File: src/rtl/mem_port_arbiter_if.sv
// Bus bundle between the two refill requesters, the arbiter and memory.
// master: arbiter side; slave: requesters plus the memory model.
interface mem_port_arbiter_if #(
  parameter int ADDR_W = 32,
  parameter int DATA_W = 32
);
  logic              req0;
  logic [ADDR_W-1:0] addr0;
  logic              gnt0;
  logic              ack0;
  logic [DATA_W-1:0] rdata0;
  logic              done0;

  logic              req1;
  logic              we1;
  logic [ADDR_W-1:0] addr1;
  logic [DATA_W-1:0] wdata1;
  logic              gnt1;
  logic              ack1;
  logic [DATA_W-1:0] rdata1;
  logic              done1;

  logic              mem_req;
  logic              mem_we;
  logic [ADDR_W-1:0] mem_addr;
  logic [DATA_W-1:0] mem_wdata;
  logic [DATA_W-1:0] mem_rdata;
  logic              mem_ack;
  logic              busy;

  modport master (
    input  req0, addr0,
    input  req1, we1, addr1, wdata1,
    input  mem_rdata, mem_ack,
    output gnt0, ack0, rdata0, done0,
    output gnt1, ack1, rdata1, done1,
    output mem_req, mem_we, mem_addr,
    output mem_wdata, busy
  );

  modport slave (
    output req0, addr0,
    output req1, we1, addr1, wdata1,
    output mem_rdata, mem_ack,
    input  gnt0, ack0, rdata0, done0,
    input  gnt1, ack1, rdata1, done1,
    input  mem_req, mem_we, mem_addr,
    input  mem_wdata, busy
  );
endinterface

File: src/rtl/mem_port_arbiter.sv
// Round-robin arbiter + block burst sequencer for the shared memory port.
// Ports: clk, reset (async, active-low), bus (mem_port_arbiter_if.master).
module mem_port_arbiter #(
  parameter int ADDR_W    = 32,
  parameter int DATA_W    = 32,
  parameter int BURST_LEN = 4
) (
  input logic                clk,
  input logic                reset,
  mem_port_arbiter_if.master bus
);

  localparam int BW  = $clog2(BURST_LEN);
  localparam int OFS = BW + 2;
  localparam logic [ADDR_W-1:0] LOW =
    (ADDR_W'(1) << OFS) - ADDR_W'(1);

  typedef enum logic [1:0] {
    IDLE,
    BURST,
    DONE
  } state_t;

  state_t            state_q, state_d;
  logic              port_q, port_d;
  logic              we_q, we_d;
  logic              last_q, last_d;
  logic [ADDR_W-1:0] base_q, base_d;
  logic [BW-1:0]     beat_q, beat_d;

  logic gnt0_q, gnt0_d;
  logic gnt1_q, gnt1_d;
  logic done0_q, done0_d;
  logic done1_q, done1_d;
  logic mreq_q, mreq_d;
  logic mwe_q, mwe_d;
  logic busy_q, busy_d;

  logic in_burst;
  logic beat_ack;
  logic last_beat;
  logic pick;

  always_comb begin
    in_burst  = (state_q == BURST);
    beat_ack  = in_burst & bus.mem_ack;
    last_beat = (beat_q == BW'(BURST_LEN - 1));
    // on a tie, port 1 wins unless it was granted last
    pick      = bus.req1 & (~bus.req0 | ~last_q);

    state_d = state_q;
    port_d  = port_q;
    we_d    = we_q;
    last_d  = last_q;
    base_d  = base_q;
    beat_d  = beat_q;

    unique case (state_q)
      IDLE: begin
        if (bus.req0 | bus.req1) begin
          port_d  = pick;
          base_d  = (pick ? bus.addr1 : bus.addr0) & ~LOW;
          we_d    = pick & bus.we1;
          beat_d  = '0;
          state_d = BURST;
        end
      end
      BURST: begin
        if (beat_ack) begin
          beat_d = beat_q + 1'b1;
          if (last_beat) state_d = DONE;
        end
      end
      DONE: begin
        last_d  = port_q;
        state_d = IDLE;
      end
      default: state_d = IDLE;
    endcase

    gnt0_d  = (state_d != IDLE) & ~port_d;
    gnt1_d  = (state_d != IDLE) & port_d;
    done0_d = (state_d == DONE) & ~port_d;
    done1_d = (state_d == DONE) & port_d;
    mreq_d  = (state_d == BURST);
    mwe_d   = (state_d == BURST) & we_d;
    busy_d  = (state_d != IDLE);
  end

  always_ff @(posedge clk or negedge reset) begin
    if (!reset) begin
      state_q <= IDLE;
      port_q  <= 1'b0;
      we_q    <= 1'b0;
      last_q  <= 1'b0;
      base_q  <= '0;
      beat_q  <= '0;
      gnt0_q  <= 1'b0;
      gnt1_q  <= 1'b0;
      done0_q <= 1'b0;
      done1_q <= 1'b0;
      mreq_q  <= 1'b0;
      mwe_q   <= 1'b0;
      busy_q  <= 1'b0;
    end else begin
      state_q <= state_d;
      port_q  <= port_d;
      we_q    <= we_d;
      last_q  <= last_d;
      base_q  <= base_d;
      beat_q  <= beat_d;
      gnt0_q  <= gnt0_d;
      gnt1_q  <= gnt1_d;
      done0_q <= done0_d;
      done1_q <= done1_d;
      mreq_q  <= mreq_d;
      mwe_q   <= mwe_d;
      busy_q  <= busy_d;
    end
  end

  // beat acks and read data pass straight through to the owner
  assign bus.ack0   = beat_ack & ~port_q;
  assign bus.ack1   = beat_ack & port_q;
  assign bus.rdata0 = bus.ack0 ? bus.mem_rdata : '0;
  assign bus.rdata1 = bus.ack1 ? bus.mem_rdata : '0;

  assign bus.gnt0    = gnt0_q;
  assign bus.gnt1    = gnt1_q;
  assign bus.done0   = done0_q;
  assign bus.done1   = done1_q;
  assign bus.mem_req = mreq_q;
  assign bus.mem_we  = mwe_q;
  assign bus.busy    = busy_q;

  assign bus.mem_addr = in_burst ?
    base_q + ADDR_W'({beat_q, 2'b00}) : '0;
  assign bus.mem_wdata = (in_burst & port_q & we_q) ?
    bus.wdata1 : '0;

endmodule
File: src/flat_wrapper.sv
// flat-port wrapper written by rule: the top's interface ports become plain ports
module mem_port_arbiter_flat 
#(
  parameter int ADDR_W    = 32,
  parameter int DATA_W    = 32,
  parameter int BURST_LEN = 4
)
  (clk, reset, bus_req0, bus_addr0, bus_req1, bus_we1, bus_addr1, bus_wdata1, bus_mem_rdata, bus_mem_ack, bus_gnt0, bus_ack0, bus_rdata0, bus_done0, bus_gnt1, bus_ack1, bus_rdata1, bus_done1, bus_mem_req, bus_mem_we, bus_mem_addr, bus_mem_wdata, bus_busy);
  mem_port_arbiter_if #(.ADDR_W(ADDR_W), .DATA_W(DATA_W)) bus_i ();
  input logic clk;
  input logic reset;
  input wire logic [$bits(bus_i.req0)-1:0] bus_req0;
  input wire logic [$bits(bus_i.addr0)-1:0] bus_addr0;
  input wire logic [$bits(bus_i.req1)-1:0] bus_req1;
  input wire logic [$bits(bus_i.we1)-1:0] bus_we1;
  input wire logic [$bits(bus_i.addr1)-1:0] bus_addr1;
  input wire logic [$bits(bus_i.wdata1)-1:0] bus_wdata1;
  input wire logic [$bits(bus_i.mem_rdata)-1:0] bus_mem_rdata;
  input wire logic [$bits(bus_i.mem_ack)-1:0] bus_mem_ack;
  output wire logic [$bits(bus_i.gnt0)-1:0] bus_gnt0;
  output wire logic [$bits(bus_i.ack0)-1:0] bus_ack0;
  output wire logic [$bits(bus_i.rdata0)-1:0] bus_rdata0;
  output wire logic [$bits(bus_i.done0)-1:0] bus_done0;
  output wire logic [$bits(bus_i.gnt1)-1:0] bus_gnt1;
  output wire logic [$bits(bus_i.ack1)-1:0] bus_ack1;
  output wire logic [$bits(bus_i.rdata1)-1:0] bus_rdata1;
  output wire logic [$bits(bus_i.done1)-1:0] bus_done1;
  output wire logic [$bits(bus_i.mem_req)-1:0] bus_mem_req;
  output wire logic [$bits(bus_i.mem_we)-1:0] bus_mem_we;
  output wire logic [$bits(bus_i.mem_addr)-1:0] bus_mem_addr;
  output wire logic [$bits(bus_i.mem_wdata)-1:0] bus_mem_wdata;
  output wire logic [$bits(bus_i.busy)-1:0] bus_busy;
  assign bus_i.req0 = bus_req0;
  assign bus_i.addr0 = bus_addr0;
  assign bus_i.req1 = bus_req1;
  assign bus_i.we1 = bus_we1;
  assign bus_i.addr1 = bus_addr1;
  assign bus_i.wdata1 = bus_wdata1;
  assign bus_i.mem_rdata = bus_mem_rdata;
  assign bus_i.mem_ack = bus_mem_ack;
  assign bus_gnt0 = bus_i.gnt0;
  assign bus_ack0 = bus_i.ack0;
  assign bus_rdata0 = bus_i.rdata0;
  assign bus_done0 = bus_i.done0;
  assign bus_gnt1 = bus_i.gnt1;
  assign bus_ack1 = bus_i.ack1;
  assign bus_rdata1 = bus_i.rdata1;
  assign bus_done1 = bus_i.done1;
  assign bus_mem_req = bus_i.mem_req;
  assign bus_mem_we = bus_i.mem_we;
  assign bus_mem_addr = bus_i.mem_addr;
  assign bus_mem_wdata = bus_i.mem_wdata;
  assign bus_busy = bus_i.busy;
  mem_port_arbiter #(.ADDR_W(ADDR_W), .DATA_W(DATA_W), .BURST_LEN(BURST_LEN)) u_core (.clk(clk), .reset(reset), .bus(bus_i));
endmodule
File: config.mk
export PLATFORM = sky130hd
export DESIGN_NAME = mem_port_arbiter_flat
export DESIGN_NICKNAME = d
export VERILOG_FILES = /design/src/rtl/mem_port_arbiter_if.sv /design/src/rtl/mem_port_arbiter.sv /design/src/flat_wrapper.sv
export SDC_FILE = /design/constraint.sdc
export NUM_CORES = 1
export LEC_CHECK = 0
export CAP_MARGIN = 30
export CORE_AREA = 4 4 104 106
export DETAILED_ROUTE_END_ITERATION = 12
export DIE_AREA = 0 0 108 110
export PLACE_DENSITY_LB_ADDON = 0.08
export SETUP_SLACK_MARGIN = 0.02
export SKIP_CTS_REPAIR_TIMING = 1
export SLEW_MARGIN = 10
export SYNTH_ARGS = -nofsm -noshare
export SYNTH_HDL_FRONTEND = slang
export SYNTH_SLANG_ARGS = --single-unit
File: constraint.sdc
create_clock -name clk -period 3.8 [get_ports clk]
set_input_delay 0.76 -clock clk [delete_from_list [all_inputs] [get_ports clk]]
set_output_delay 0.76 -clock clk [all_outputs]
set_load 0.02 [all_outputs]
After elaboration in Yosys (flattened, before gate mapping)
Index checks and enable logic that the tools add are counted.

word-level totals
  input port bits = 134
  logic and storage cells = 61
  latch bits = 0
  memory bits (read-only) = 0
  memories = 0
  register bits = 42
  output and inout bits = 137
  RAM bits = 0

cells by class
  equality and inequality tests = 7
  add/sub/neg operators = 2
  multipliers = 0
  magnitude comparators = 0
  muxes and demuxes = 16
  shift operators = 0
  div/mod/pow operators = 0
  reduce and logical (&&, ||, !) cells = 5
  bitwise logic cells = 18

operators by type and width
  kind                                                   number
  two-way mux 32 bit                                     5
  adder 32 x 4 -> 32 bit                                 1
  AND 1 bit                                              12
  two-way mux 2 bit                                      5
  case mux 2 bit (2 select lines)                        2
  equality test 2 bit, second input constant             3
  equality test 2 x 1 -> 1 bit, second input constant    2
  two-way mux 1 bit                                      4
  inverter 1 bit                                         4
  nonzero test 2 bit                                     2
  AND reduction 3 bit                                    1
  adder 2 x 1 -> 2 bit, second input constant            1
  logical NOT 2 bit                                      1
  inequality test 2 x 1 -> 1 bit, second input constant  1
  inequality test 2 bit, second input constant           1
  bitwise OR 1 bit                                       2
  AND reduction 2 bit                                    1

Depth between registers and ports, before layout
  depth after elaboration = 7
  depth in mapped cells = 5
  depth with buffers taken out = 3

Worst setup path after synthesis
Ideal clock, no wire load.

  path type = in2out
  start = in bus_mem_ack
  end = out bus_rdata0[22]
  path slack = 1.578 ns
  buffers on the path = 1
  arrival = 1.462 ns
  data required time = 3.040 ns
  stages = 4
  path through = nand3b_4 > nor2_2 > buf_2 > and2_1

between the ends
  longest elaborated chain between the ends = 3

RTL lines
  item                line                     text
  from (decl)         flat_wrapper.sv:19       input wire logic [$bits(bus_i.mem_ack)-1:0] bus_mem_ack;
  AND 1 bit           mem_port_arbiter.sv:46   beat_ack = in_burst & bus.mem_ack;
  AND 1 bit           mem_port_arbiter.sv:123  assign bus.ack0 = beat_ack & ~port_q;
  named net bus_ack0  flat_wrapper.sv:21       output wire logic [$bits(bus_i.ack0)-1:0] bus_ack0;
  two-way mux 32 bit  mem_port_arbiter.sv:125  assign bus.rdata0 = bus.ack0 ? bus.mem_rdata : '0;
  to (decl)           flat_wrapper.sv:22       output wire logic [$bits(bus_i.rdata0)-1:0] bus_rdata0;

The timed path passes the listed nets, and every way through them passes these cells.

Worst setup path in the final report
  start = in bus_mem_ack
  end = out bus_rdata1[2]

between the ends
  longest elaborated chain between the ends = 3

RTL lines
  item                line                     text
  AND 1 bit           mem_port_arbiter.sv:46
  AND 1 bit           mem_port_arbiter.sv:124  assign bus.ack1 = beat_ack & port_q;
  two-way mux 32 bit  mem_port_arbiter.sv:126  assign bus.rdata1 = bus.ack1 ? bus.mem_rdata : '0;
  to (decl)           flat_wrapper.sv:26       output wire logic [$bits(bus_i.rdata1)-1:0] bus_rdata1;

Every way passes these cells.

==> impl_metrics.csv <==
group,metric,value,unit
run_status,status,"finished, final reports clean",
grt,grt_pass1_vias,3310,
clock_network,clockBufferDepth,2,
floorplan,io_pins,271,
timing,rsz0062_at_grt,"false",
final_layout,final_nets,730,
final_layout,fin_util,57.3,%
yosys,async_flop_share,100,%
hold_path,min_path_type,"in -> async",
clock_network,clkTransAtPathRegs,0.08,ns
worst_setup_path,cpMostUsedCell,"clkdlybuf4s50_1",
timing,setup-violations-final,0,
power,p_total,3.91,mW
final_layout,instances_no_fill,730,
routing,viasPerCell,4.57,
floorplan,initial_utilization,29.0,%
yosys,ys_top_cells_by_area,"dfrtp_1, and2_1, nand2_1",
yosys,syn_inst,349,
place,placed_cell_area,5470,sq um
routing,drcViolationCount,0,
clock_network,insertion_delay,0.29,ns
yosys,synth_edf_count,0,
timing,fin_setup_tns,0,ns
floorplan,die-area,11900,sq um
yosys,synth-main-ff-cell,"dfrtp_1",
power,leakagePower,2.24,nW
floorplan,die_y,110,um
timing,drv_slew,0,
worst_setup_path,crit_path_end_kind,"primary output",
final_layout,area_delta_synth_final,97.6,%
yosys,synth.cell_area,2840,sq um
place,dp_slack,0.329,ns
final_layout,drive_above_1_share,4.19,%
timing,tightest_slew,0.691,ns
yosys,yosysUniqueCellTypes,33,
timing,setup_ws,0.353,ns
timing,max_slew_margin,53.7,%
floorplan,fp-row-count,36,
place,hpwlAfterDp,9.90,mm
worst_setup_path,worst-path-max-fanout,33,
timing,timing.hold.ws,0.377,ns
timing,fmax,0.290,GHz
worst_setup_path,critPathLaunchType,"primary input",
yosys,yosysSeqAreaShare,37.1,%
clock_network,cts_inserted_buffers,5,
final_layout,final_area,5600,sq um
worst_setup_path,timing.rr.start,"u_core.state_q[0]$_DFF_PN0_",
grt,grt_usage,19.4,%
flow_run,drv_cap,0,
routing,vias,3337,
worst_setup_path,cp_top_family,"buffers and inverters",
routing,drt-wirelength-per-cell,16.9,um
yosys,synth_top_cell_by_area,"dfrtp_1",
clock_network,cts.root.buffer_cell,"clkbuf_8",
worst_setup_path,critPathLaunch,"bus_mem_ack",
yosys,yosysMostFrequentCell,"and2_1",
grt,grt-ovfl-total,0,
worst_setup_path,path_buf_inv,3,
yosys,synth_common_cells,"and2_1, nand2_1, dfrtp_1, a21oi_1, a31oi_1",
worst_setup_path,worstSetupPathType,"in -> out",
routing,drt_iter0_markers,206,
place,gp_congestion,0.756,
worst_setup_path,cp.required,3.04,ns
worst_setup_path,slowest_stage,"clkdlybuf4s50_1",
clock_network,cts_sinks,42,
place,io_buffers,260,
timing,skew,0.00585,ns
worst_setup_path,crit_arrival,2.69,ns
timing,finalCriticalPeriod,3.45,ns
power,vdd_drop_max,0.466,mV
yosys,ys_warn_count,0,
floorplan,core,9770,sq um
routing,dr.pass1.iters,4,
timing,hold_viol_final,0,
yosys,ys_ff_latch,42,
routing,wl,12.3,mm
grt,grt_max_degree,43,
place,dp.cells,720,
clock_network,cts_tree,"yes",
timing,period_share,90.7,%
power,pwr_density_cell,698,nW/um^2
yosys,synth_top_area_share,37.1,%
grt,antenna_found_initial,1,
clock_network,h-tree-depth,2,
yosys,synth.avg_cell_area,8.12,sq um
routing,drtAntennaViolNets,0,
worst_setup_path,cpPeakStageDelay,0.63,ns
grt,grt_pass1_wl,18.1,mm
worst_setup_path,crit_chain,"clkdlybuf4s50_1 > nand3b_4 > nor2_2 > buf_4 > and2_1 > clkdlybuf4s50_1",
floorplan,die_w,108,um
-- where the power goes --
part / switching [mW] / total, mW / internal [mW]
clock network: 0.156 / 0.353 / 0.197
logic: 1.44 / 2.78 / 1.34
registers: 0.119 / 0.778 / 0.659
-- kinds of logic after synthesis --
logic type	after synthesis	share of synthesized area (%)
AOI/OAI and AO/OA	69	14.6
adders and majority gates	1	0.441
buffers and inverters	32	6.93
DFF	42	37.1
muxes	1	0.353
other	1	0.132
and+or+nand+nor	203	40.5
-- cell usage in the layout, fill, tap and decap left out, types with 2 or more instances in the layout --
master	n
nor2_1	2
dfrtp_1	42
and2_1	126
a21boi_1	2
conb_1	2
nand2_1	60
a21oi_1	29
buf_4	5
nand3_1	2
inv_1	3
a311oi_1	2
a31oi_1	28
nor2_2	3
clkbuf_1	2
o21ai_0	4
clkbuf_8	5
clkdlybuf4s50_1	259
-- per-layer routing --
layer / wire (um) / vias to the layer above / track usage [%]
met4: 221 / 0 / 4.60
li1: - / 1627 / -
met2: 6420 / 150 / 36.4
met5: 0 / - / 0
met1: 4340 / 1545 / 20.6
met3: 1350 / 15 / 7.28
-- cell type report --
cell class              count  area (sq um)
well taps                 133           166
flip-flops and latches     42          1050
clock buffers               7          76.3
diodes                      1          2.50
multi-input cells         276          1590
fillers                   934          4170
clock inverters             1          30.0
inverters                   3          11.3
repair buffers            267          2670
-- path summary, 6_finish.rpt --
path / end / slack (ns) / cells after the start
max: bus_rdata1[2] / 0.35 / 6
min: u_core.base_q[5]$_DFFE_PN0P_ / 0.38 / 1
max reg2reg: u_core.bus.mem_we$_DFF_PN0_ / 2.08 / 4
min reg2reg: u_core.beat_q[0]$_DFFE_PN0P_ / 0.52 / 1
max in group asynchronous: u_core.base_q[14]$_DFFE_PN0P_ / 2.95 / 2
min in group clk: u_core.beat_q[0]$_DFFE_PN0P_ / 0.52 / 1
-- sequential cells by signal (all words and copies together) (netlist names) --
register            flops
u_core.we_q             1
u_core.beat_q           2
u_core.bus.done0        1
u_core.state_q          2
u_core.last_q           1
u_core.port_q           1
u_core.bus.gnt1         1
u_core.base_q          28
u_core.bus.mem_we       1
u_core.bus.busy         1
u_core.bus.gnt0         1
u_core.bus.mem_req      1
u_core.bus.done1        1
Power figures use the tool's default switching activity.
